==> src/rtl/sparse_feeder_pkg.sv <==
// Shared types, default widths and helpers for the sparse MAC operand feeder.
package sparse_feeder_pkg;

  localparam int unsigned DEF_DATA_WIDTH   = 8;
  localparam int unsigned DEF_IDX_WIDTH    = 4;
  localparam int unsigned DEF_SELECT_WIDTH = 2;
  localparam int unsigned NUM_SEL          = 4;
  localparam int unsigned SEL_IDX_W        = $clog2(NUM_SEL);

  typedef logic [NUM_SEL-1:0]   sel_mask_t;
  typedef logic [SEL_IDX_W-1:0] sel_idx_t;

  typedef enum logic [1:0] {IDLE, ISSUE, FLUSH, DONE} state_e;

  // Idle op: zero operands with block=1 adds nothing to the selected accumulator.
  localparam logic IDLE_BLOCK_CTRL = 1'b1;

  function automatic sel_idx_t lowest_set(input sel_mask_t m);
    sel_idx_t r;
    logic     found;
    r     = '0;
    found = 1'b0;
    for (int unsigned i = 0; i < NUM_SEL; i++) begin
      if (m[i] && !found) begin
        r     = sel_idx_t'(i);
        found = 1'b1;
      end
    end
    return r;
  endfunction

endpackage

==> src/rtl/sparse_mac_feeder_weight_bank.sv <==
// Filter weight register file: one write port, NUM_SEL parallel reads at a shared
// channel index, with write-first bypass so a same-cycle write is seen by the read.
module weight_bank
  import sparse_feeder_pkg::*;
#(
  parameter int unsigned DATA_WIDTH = DEF_DATA_WIDTH,
  parameter int unsigned IDX_WIDTH  = DEF_IDX_WIDTH
) (
  input  logic                                clk,
  input  logic                                rst,
  input  logic                                wr_en,
  input  sel_idx_t                            wr_sel,
  input  logic [IDX_WIDTH-1:0]                wr_addr,
  input  logic [DATA_WIDTH-1:0]               wr_data,
  input  logic [IDX_WIDTH-1:0]                rd_idx,
  output logic [NUM_SEL-1:0][DATA_WIDTH-1:0]  rd_data
);

  localparam int unsigned DEPTH = 2 ** IDX_WIDTH;

  logic [NUM_SEL-1:0][DEPTH-1:0][DATA_WIDTH-1:0] mem_q, mem_d;

  always_comb begin
    mem_d = mem_q;
    if (wr_en) mem_d[wr_sel][wr_addr] = wr_data;
  end

  always_comb begin
    rd_data = '0;
    for (int unsigned s = 0; s < NUM_SEL; s++) begin
      if (wr_en && (wr_addr == rd_idx) && (wr_sel == sel_idx_t'(s)))
        rd_data[s] = wr_data;
      else
        rd_data[s] = mem_q[s][rd_idx];
    end
  end

  always_ff @(posedge clk) begin
    if (rst) mem_q <= '0;
    else     mem_q <= mem_d;
  end

endmodule

==> src/rtl/sparse_mac_feeder.sv <==
// Zero-skipping operand sequencer: turns a compressed activation stream into one
// MAC op per cycle, clearing each accumulator on first use and flushing unused ones.
module sparse_mac_feeder
  import sparse_feeder_pkg::*;
#(
  parameter int unsigned DATA_WIDTH   = DEF_DATA_WIDTH,
  parameter int unsigned IDX_WIDTH    = DEF_IDX_WIDTH,
  parameter int unsigned SELECT_WIDTH = DEF_SELECT_WIDTH
) (
  input  logic                    Clk,
  input  logic                    rst,
  input  logic                    Wt_wr_en,
  input  logic [SELECT_WIDTH-1:0] Wt_wr_sel,
  input  logic [IDX_WIDTH-1:0]    Wt_wr_addr,
  input  logic [DATA_WIDTH-1:0]   Wt_wr_data,
  input  logic                    Act_valid,
  output logic                    Act_ready,
  input  logic [DATA_WIDTH-1:0]   Act_value,
  input  logic [IDX_WIDTH-1:0]    Act_index,
  input  logic                    Act_last,
  output logic [DATA_WIDTH-1:0]   Mac_act,
  output logic [DATA_WIDTH-1:0]   Mac_weight,
  output logic [SELECT_WIDTH-1:0] Mac_select,
  output logic                    Mac_block_control,
  output logic                    Window_done
);

  state_e                  state_q, state_d;
  sel_mask_t               mask_q, mask_d;
  sel_mask_t               touched_q, touched_d;
  logic [DATA_WIDTH-1:0]   value_q, value_d;
  logic [IDX_WIDTH-1:0]    idx_q, idx_d;
  logic                    last_q, last_d;
  logic                    act_ready_q, act_ready_d;
  logic                    done_q, done_d;
  logic [DATA_WIDTH-1:0]   mac_act_q, mac_act_d;
  logic [DATA_WIDTH-1:0]   mac_weight_q, mac_weight_d;
  logic [SELECT_WIDTH-1:0] mac_sel_q, mac_sel_d;
  logic                    mac_blk_q, mac_blk_d;

  logic                              accept;
  logic                              wt_wr_en_gated;
  logic [IDX_WIDTH-1:0]              rd_idx;
  logic [NUM_SEL-1:0][DATA_WIDTH-1:0] rd_data;
  sel_mask_t                         nz_mask;

  logic                  issue_en, go_flush;
  sel_mask_t             issue_mask, issue_bit, flush_bit;
  logic [DATA_WIDTH-1:0] issue_act;
  sel_idx_t              issue_s, flush_s;

  assign accept         = Act_valid && act_ready_q;
  assign wt_wr_en_gated = Wt_wr_en && (state_q == IDLE);
  // Weights are frozen outside IDLE, so the latched index gives stable reads in ISSUE.
  assign rd_idx         = (state_q == IDLE) ? Act_index : idx_q;

  weight_bank #(
    .DATA_WIDTH (DATA_WIDTH),
    .IDX_WIDTH  (IDX_WIDTH)
  ) u_weight_bank (
    .clk     (Clk),
    .rst     (rst),
    .wr_en   (wt_wr_en_gated),
    .wr_sel  (sel_idx_t'(Wt_wr_sel)),
    .wr_addr (Wt_wr_addr),
    .wr_data (Wt_wr_data),
    .rd_idx  (rd_idx),
    .rd_data (rd_data)
  );

  always_comb begin
    nz_mask = '0;
    for (int unsigned s = 0; s < NUM_SEL; s++) nz_mask[s] = (rd_data[s] != '0);
  end

  // Registered outputs show the op chosen in the previous cycle, so each state
  // covers exactly the cycles its ops are visible on the MAC interface.
  always_comb begin
    state_d      = state_q;
    mask_d       = mask_q;
    touched_d    = touched_q;
    value_d      = value_q;
    idx_d        = idx_q;
    last_d       = last_q;
    done_d       = 1'b0;
    mac_act_d    = '0;
    mac_weight_d = '0;
    mac_sel_d    = mac_sel_q;
    mac_blk_d    = IDLE_BLOCK_CTRL;
    issue_en     = 1'b0;
    go_flush     = 1'b0;
    issue_mask   = mask_q;
    issue_act    = value_q;

    case (state_q)
      IDLE: begin
        if (accept) begin
          value_d = Act_value;
          idx_d   = Act_index;
          last_d  = Act_last;
          if ((Act_value != '0) && (nz_mask != '0)) begin
            issue_en   = 1'b1;
            issue_mask = nz_mask;
            issue_act  = Act_value;
          end else begin
            go_flush = Act_last;
          end
        end
      end
      ISSUE: begin
        if (mask_q != '0) issue_en = 1'b1;
        else if (last_q)  go_flush = 1'b1;
        else              state_d  = IDLE;
      end
      FLUSH: go_flush = 1'b1;
      DONE: begin
        touched_d = '0;
        state_d   = IDLE;
      end
      default: state_d = IDLE;
    endcase

    issue_s   = lowest_set(issue_mask);
    issue_bit = sel_mask_t'(1) << issue_s;
    flush_s   = lowest_set(~touched_q);
    flush_bit = sel_mask_t'(1) << flush_s;

    if (issue_en) begin
      mac_act_d    = issue_act;
      mac_weight_d = rd_data[issue_s];
      mac_sel_d    = SELECT_WIDTH'(issue_s);
      mac_blk_d    = touched_q[issue_s];
      touched_d    = touched_q | issue_bit;
      mask_d       = issue_mask & ~issue_bit;
      state_d      = ISSUE;
    end else if (go_flush) begin
      if (&touched_q) begin
        done_d  = 1'b1;
        state_d = DONE;
      end else begin
        mac_sel_d = SELECT_WIDTH'(flush_s);
        mac_blk_d = 1'b0;
        touched_d = touched_q | flush_bit;
        state_d   = FLUSH;
      end
    end

    act_ready_d = (state_d == IDLE);
  end

  always_ff @(posedge Clk) begin
    if (rst) begin
      state_q      <= IDLE;
      mask_q       <= '0;
      touched_q    <= '0;
      value_q      <= '0;
      idx_q        <= '0;
      last_q       <= 1'b0;
      act_ready_q  <= 1'b0;
      done_q       <= 1'b0;
      mac_act_q    <= '0;
      mac_weight_q <= '0;
      mac_sel_q    <= '0;
      mac_blk_q    <= IDLE_BLOCK_CTRL;
    end else begin
      state_q      <= state_d;
      mask_q       <= mask_d;
      touched_q    <= touched_d;
      value_q      <= value_d;
      idx_q        <= idx_d;
      last_q       <= last_d;
      act_ready_q  <= act_ready_d;
      done_q       <= done_d;
      mac_act_q    <= mac_act_d;
      mac_weight_q <= mac_weight_d;
      mac_sel_q    <= mac_sel_d;
      mac_blk_q    <= mac_blk_d;
    end
  end

  assign Act_ready         = act_ready_q;
  assign Window_done       = done_q;
  assign Mac_act           = mac_act_q;
  assign Mac_weight        = mac_weight_q;
  assign Mac_select        = mac_sel_q;
  assign Mac_block_control = mac_blk_q;

endmodule

==> config.mk <==
export PLATFORM = sky130hd
export DESIGN_NAME = sparse_mac_feeder
export DESIGN_NICKNAME = d
export VERILOG_FILES = /design/src/rtl/sparse_feeder_pkg.sv /design/src/rtl/sparse_mac_feeder_weight_bank.sv /design/src/rtl/sparse_mac_feeder.sv
export SDC_FILE = /design/constraint.sdc
export NUM_CORES = 2
export LEC_CHECK = 0
export BUFFER_PORTS_ARGS = -buffer_cell sky130_fd_sc_hd__buf_2
export CAP_MARGIN = 20
export CORE_ASPECT_RATIO = 0.6
export CORE_UTILIZATION = 50
export DETAILED_ROUTE_END_ITERATION = 6
export PLACE_DENSITY = 0.77
export SYNTH_ARGS = -nofsm -noshare
export SYNTH_HDL_FRONTEND = slang
export SYNTH_SLANG_ARGS = --single-unit
==> constraint.sdc <==
create_clock -name Clk -period 5.25 [get_ports Clk]
set_clock_uncertainty 0.2 [all_clocks]
set_input_delay 0 -clock Clk [delete_from_list [all_inputs] [get_ports Clk]]
set_output_delay 0 -clock Clk [all_outputs]
set_load 0.05 [all_outputs]
==> flow_summary.toml <==
[grt]
use_met3 = 0.123
gr-total-overflow = 0
antenna_found_initial = 2
grtUsageMet2 = 0.472
grt_pass1_wl_um = 153000
busiest_layer = "met1"
grt_pass1_vias = 24793
track_usage = 0.354
grt_max_degree = 190
use_met1 = 0.520

[worst_setup_path]
r2r_slack_ns = 0.16
worstSetupPathType = "reg2reg"
cp_common_cell = "o22ai_1"
crit_slowest_cell = "dfxtp_1"
r2r-end = "Mac_weight[7]"
rr_startpoint = "state_q[0]"
path_cells = "or3b_1 -> buf_4 -> a21boi_1 -> o22ai_1 -> nor4_1 -> or4_1 -> o22ai_1 -> o21ai_0 -> or3_1 -> a211oi_2 -> o221ai_2 -> a21o_1 -> a211oi_1 -> a22o_1"
critPathMaxFanout = 21
max_stage_delay_ns = 0.62
cp_data_arrival_time_ns = 5.44
critPathRequiredTime_ns = 5.60
endpoint_kind = "flip-flop"
start_kind = "flip-flop"
r2r_cells = 14

[synthesis]
async_flop_share = 0
synth-seq-cells = 556
synth.top_cells.by_area = "dfxtp_1 (41%), mux2i_1 (11%), nand2_1 (8.0%)"
synth.net_count = 3504
syn_avg_cell_area_um2 = 7.87
synth_top_area_cell = "dfxtp_1"
syn_area_um2 = 27300
synthDistinctLibCells = 87
netlist_instances = 3473
synth_ff_type = "dfxtp_1"
ys_seq_area_frac = 0.407
synth_top_area_share = 0.407
yosysWarnings = 0
synth_edf_count = 0

[timing]
hold_violations = 0
period_share = 0.969
rsz0062_at_grt = "false"
post-route-min-period_ns = 5.09
drv_slew = 0
setup_viol = 0
slew_headroom = 0.202
fmax_mhz = 197
fin_setup_tns_ns = 0
tightest_slew_ns = 1.19

[floorplanning]
die-area_um2 = 55600
core_area_um2 = 53300
std_cell_rows = 65
die_w_um = 304
start_util = 0.513
die_h_um = 183
io_pins = 52

[clock_network]
clock_path_buffers = 3
clkLatencyLatePin_ns = 0.61
htree_levels = 2
path_clk_slew_ns = 0.07
cts.sinks = 556
cts_buffers = 49
clockRootBuffer = "clkbuf_16"
cts_tree = "built"

[pwr]
peakVddDrop_mv = 0.270
power_density_nw_per_um2 = 307
leakage_nw = 10.5

[layout]
nFillCells = 4699
finalNetCount = 3476
drive_above_1_share = 0.102
finish.utilization = 0.576
area.growth.synth_to_final_pct = 12.3

[drt]
wirelength_um = 102000
wl_per_cell_um = 24.3
drc_errors = 6
ant_nets = 0
avgViaCountPerCell = 6.55
drt_iter0_markers = 5009
via_count = 27442
dr.pass1.iters = 7

[worst_hold_path]
hold_start = "Act_value[4]"
hold_end = "Mac_act[4]"
hold_depth = 4
hp-class = "in2reg"

[placed_design]
gp_congestion = 1.03
io_buffers = 51
dp_hpwl_um = 66800

[outcome]
status = "complete, but fails checks"
violations = "design-rule violations"

[job]
maxCapViolCount = 0
## kinds of logic (layout without fill, tap and decap cells)
logic type,Yosys count,in the layout,synth area share
simple gates,1465,1466,0.242
compound gates,788,788,0.177
flops,556,556,0.407
buf+inv,339,350,0.0509
mux,324,324,0.122
xor+xnor,1,1,0.000321
other cells,0,1,0
## stage by stage
step | worst slack (ns) | total power [mW] | cell area [µm²] | hold WS, ns | instances
final | 0.163 | 9.41 | 30700 | 0.0359 | 4189
after global routing | 0.00185 | 9.63 | 30700 | 0.0783 | 4189
after CTS | 0.271 | 9.32 | 30600 | 0.0155 | 4184
after detailed placement | 0.277 | 5.57 | 28500 | 0.0727 | 4042
after global placement | 0.328 | 5.57 | 28500 | 0.0695 | 4041
after floorplan | 1.07 | 5.12 | 27300 | -0.0640 | 3473
## registers in the layout, summed over array words and instances, names as in the netlist
| name | flops |
|---|---|
| Mac_act | 8 |
| state_q | 2 |
| idx_q | 4 |
| Mac_block_control | 1 |
| Window_done | 1 |
| Mac_weight | 8 |
| u_weight_bank.mem_q | 512 |
| value_q | 8 |
| mask_q | 4 |
| touched_q | 4 |
| last_q | 1 |
| Mac_select | 2 |
| Act_ready | 1 |
## worst max-delay path by stage
stage | cells after the start | from | to
finish | 14 | state_q[0] | Mac_weight[7]
global route | 15 | state_q[0] | Mac_weight[4]
CTS | 15 | state_q[1] | Mac_weight[4]
detailed placement | 15 | state_q[1] | Mac_weight[4]
global placement | 13 | state_q[0] | Mac_weight[5]
floorplan | 16 | state_q[0] | Mac_weight[5]
## placed cells by master (no fill, tap or decap), types with 12 or more instances in the layout
cell / n
dfxtp_1: 555
nand4_1: 16
o211ai_1: 47
buf_2: 50
nor3_1: 52
o22ai_1: 31
o21ai_0: 63
a21oi_1: 432
dlygate4sd3_1: 51
a31oi_1: 12
buf_12: 13
nor2b_1: 13
buf_4: 133
nand2b_1: 29
nand3_1: 387
nand2_1: 579
mux2_2: 13
or4_1: 12
nor2_1: 247
a211oi_1: 55
mux2i_1: 304
clkbuf_16: 49
and3_1: 50
## Yosys cell counts, types with 10 or more instances
cell type  number
mux2_2         13
and3_1         50
o31a_1         11
nand2b_1       29
o21ai_0        64
a21oi_1       432
inv_1          10
nand4_1        16
nand3_1       387
buf_1          39
nand2_1       581
or4_1          12
o31ai_1        10
nor2b_1        13
dfxtp_1       556
nor3_1         59
nor2_1        255
nor4_1         11
or2_2          10
a211oi_1       55
mux2i_1       305
a221oi_1       10
buf_2          43
o22ai_1        31
a31oi_1        12
o211ai_1       47
clkbuf_1      236
## per-layer routing
| metal | up-vias | share of wire |
|---|---|---|
| li1 | 12279 | - |
| met1 | 13083 | 0.43 |
| met2 | 1841 | 0.39 |
| met3 | 237 | 0.15 |
| met4 | 2 | 0.033 |
| met5 | - | 0.00055 |
## cell type report
cell class / count / area, µm² / area share
multi-input combinational: 2579 / 15000 / 0.487
sequential: 556 / 11100 / 0.363
timing repair buffer: 249 / 2050 / 0.0667
clock buffer: 68 / 1400 / 0.0455
tap: 703 / 880 / 0.0287
clock inverter: 23 / 241 / 0.00787
inverter: 10 / 37.5 / 0.00122
antenna: 1 / 2.50 / 0.0000815
## report_power, final
part           total [mW]  switching [mW]  internal [mW]
logic                1.33           0.945          0.389
clock network        3.81            1.74           2.07
registers            4.27          0.0234           4.24
total                9.41            2.71           6.71
## timing repair
item,4_1_cts,5_1_grt
buffers inserted,0,2
resized for setup,0,6
endpoints found under the setup margin,0,9
hold endpoints to repair,320,0
hold buffers,51,0
## critical path: cells and delay by family, from the launching register on
kind,cells,cell delay (ns)
DFF,1,0.62
and+or+nand+nor,4,1.42
buffers and inverters,1,0.34
AOI/OAI and AO/OA,9,2.46
No activity file was read; power rests on OpenSTA's default activity.
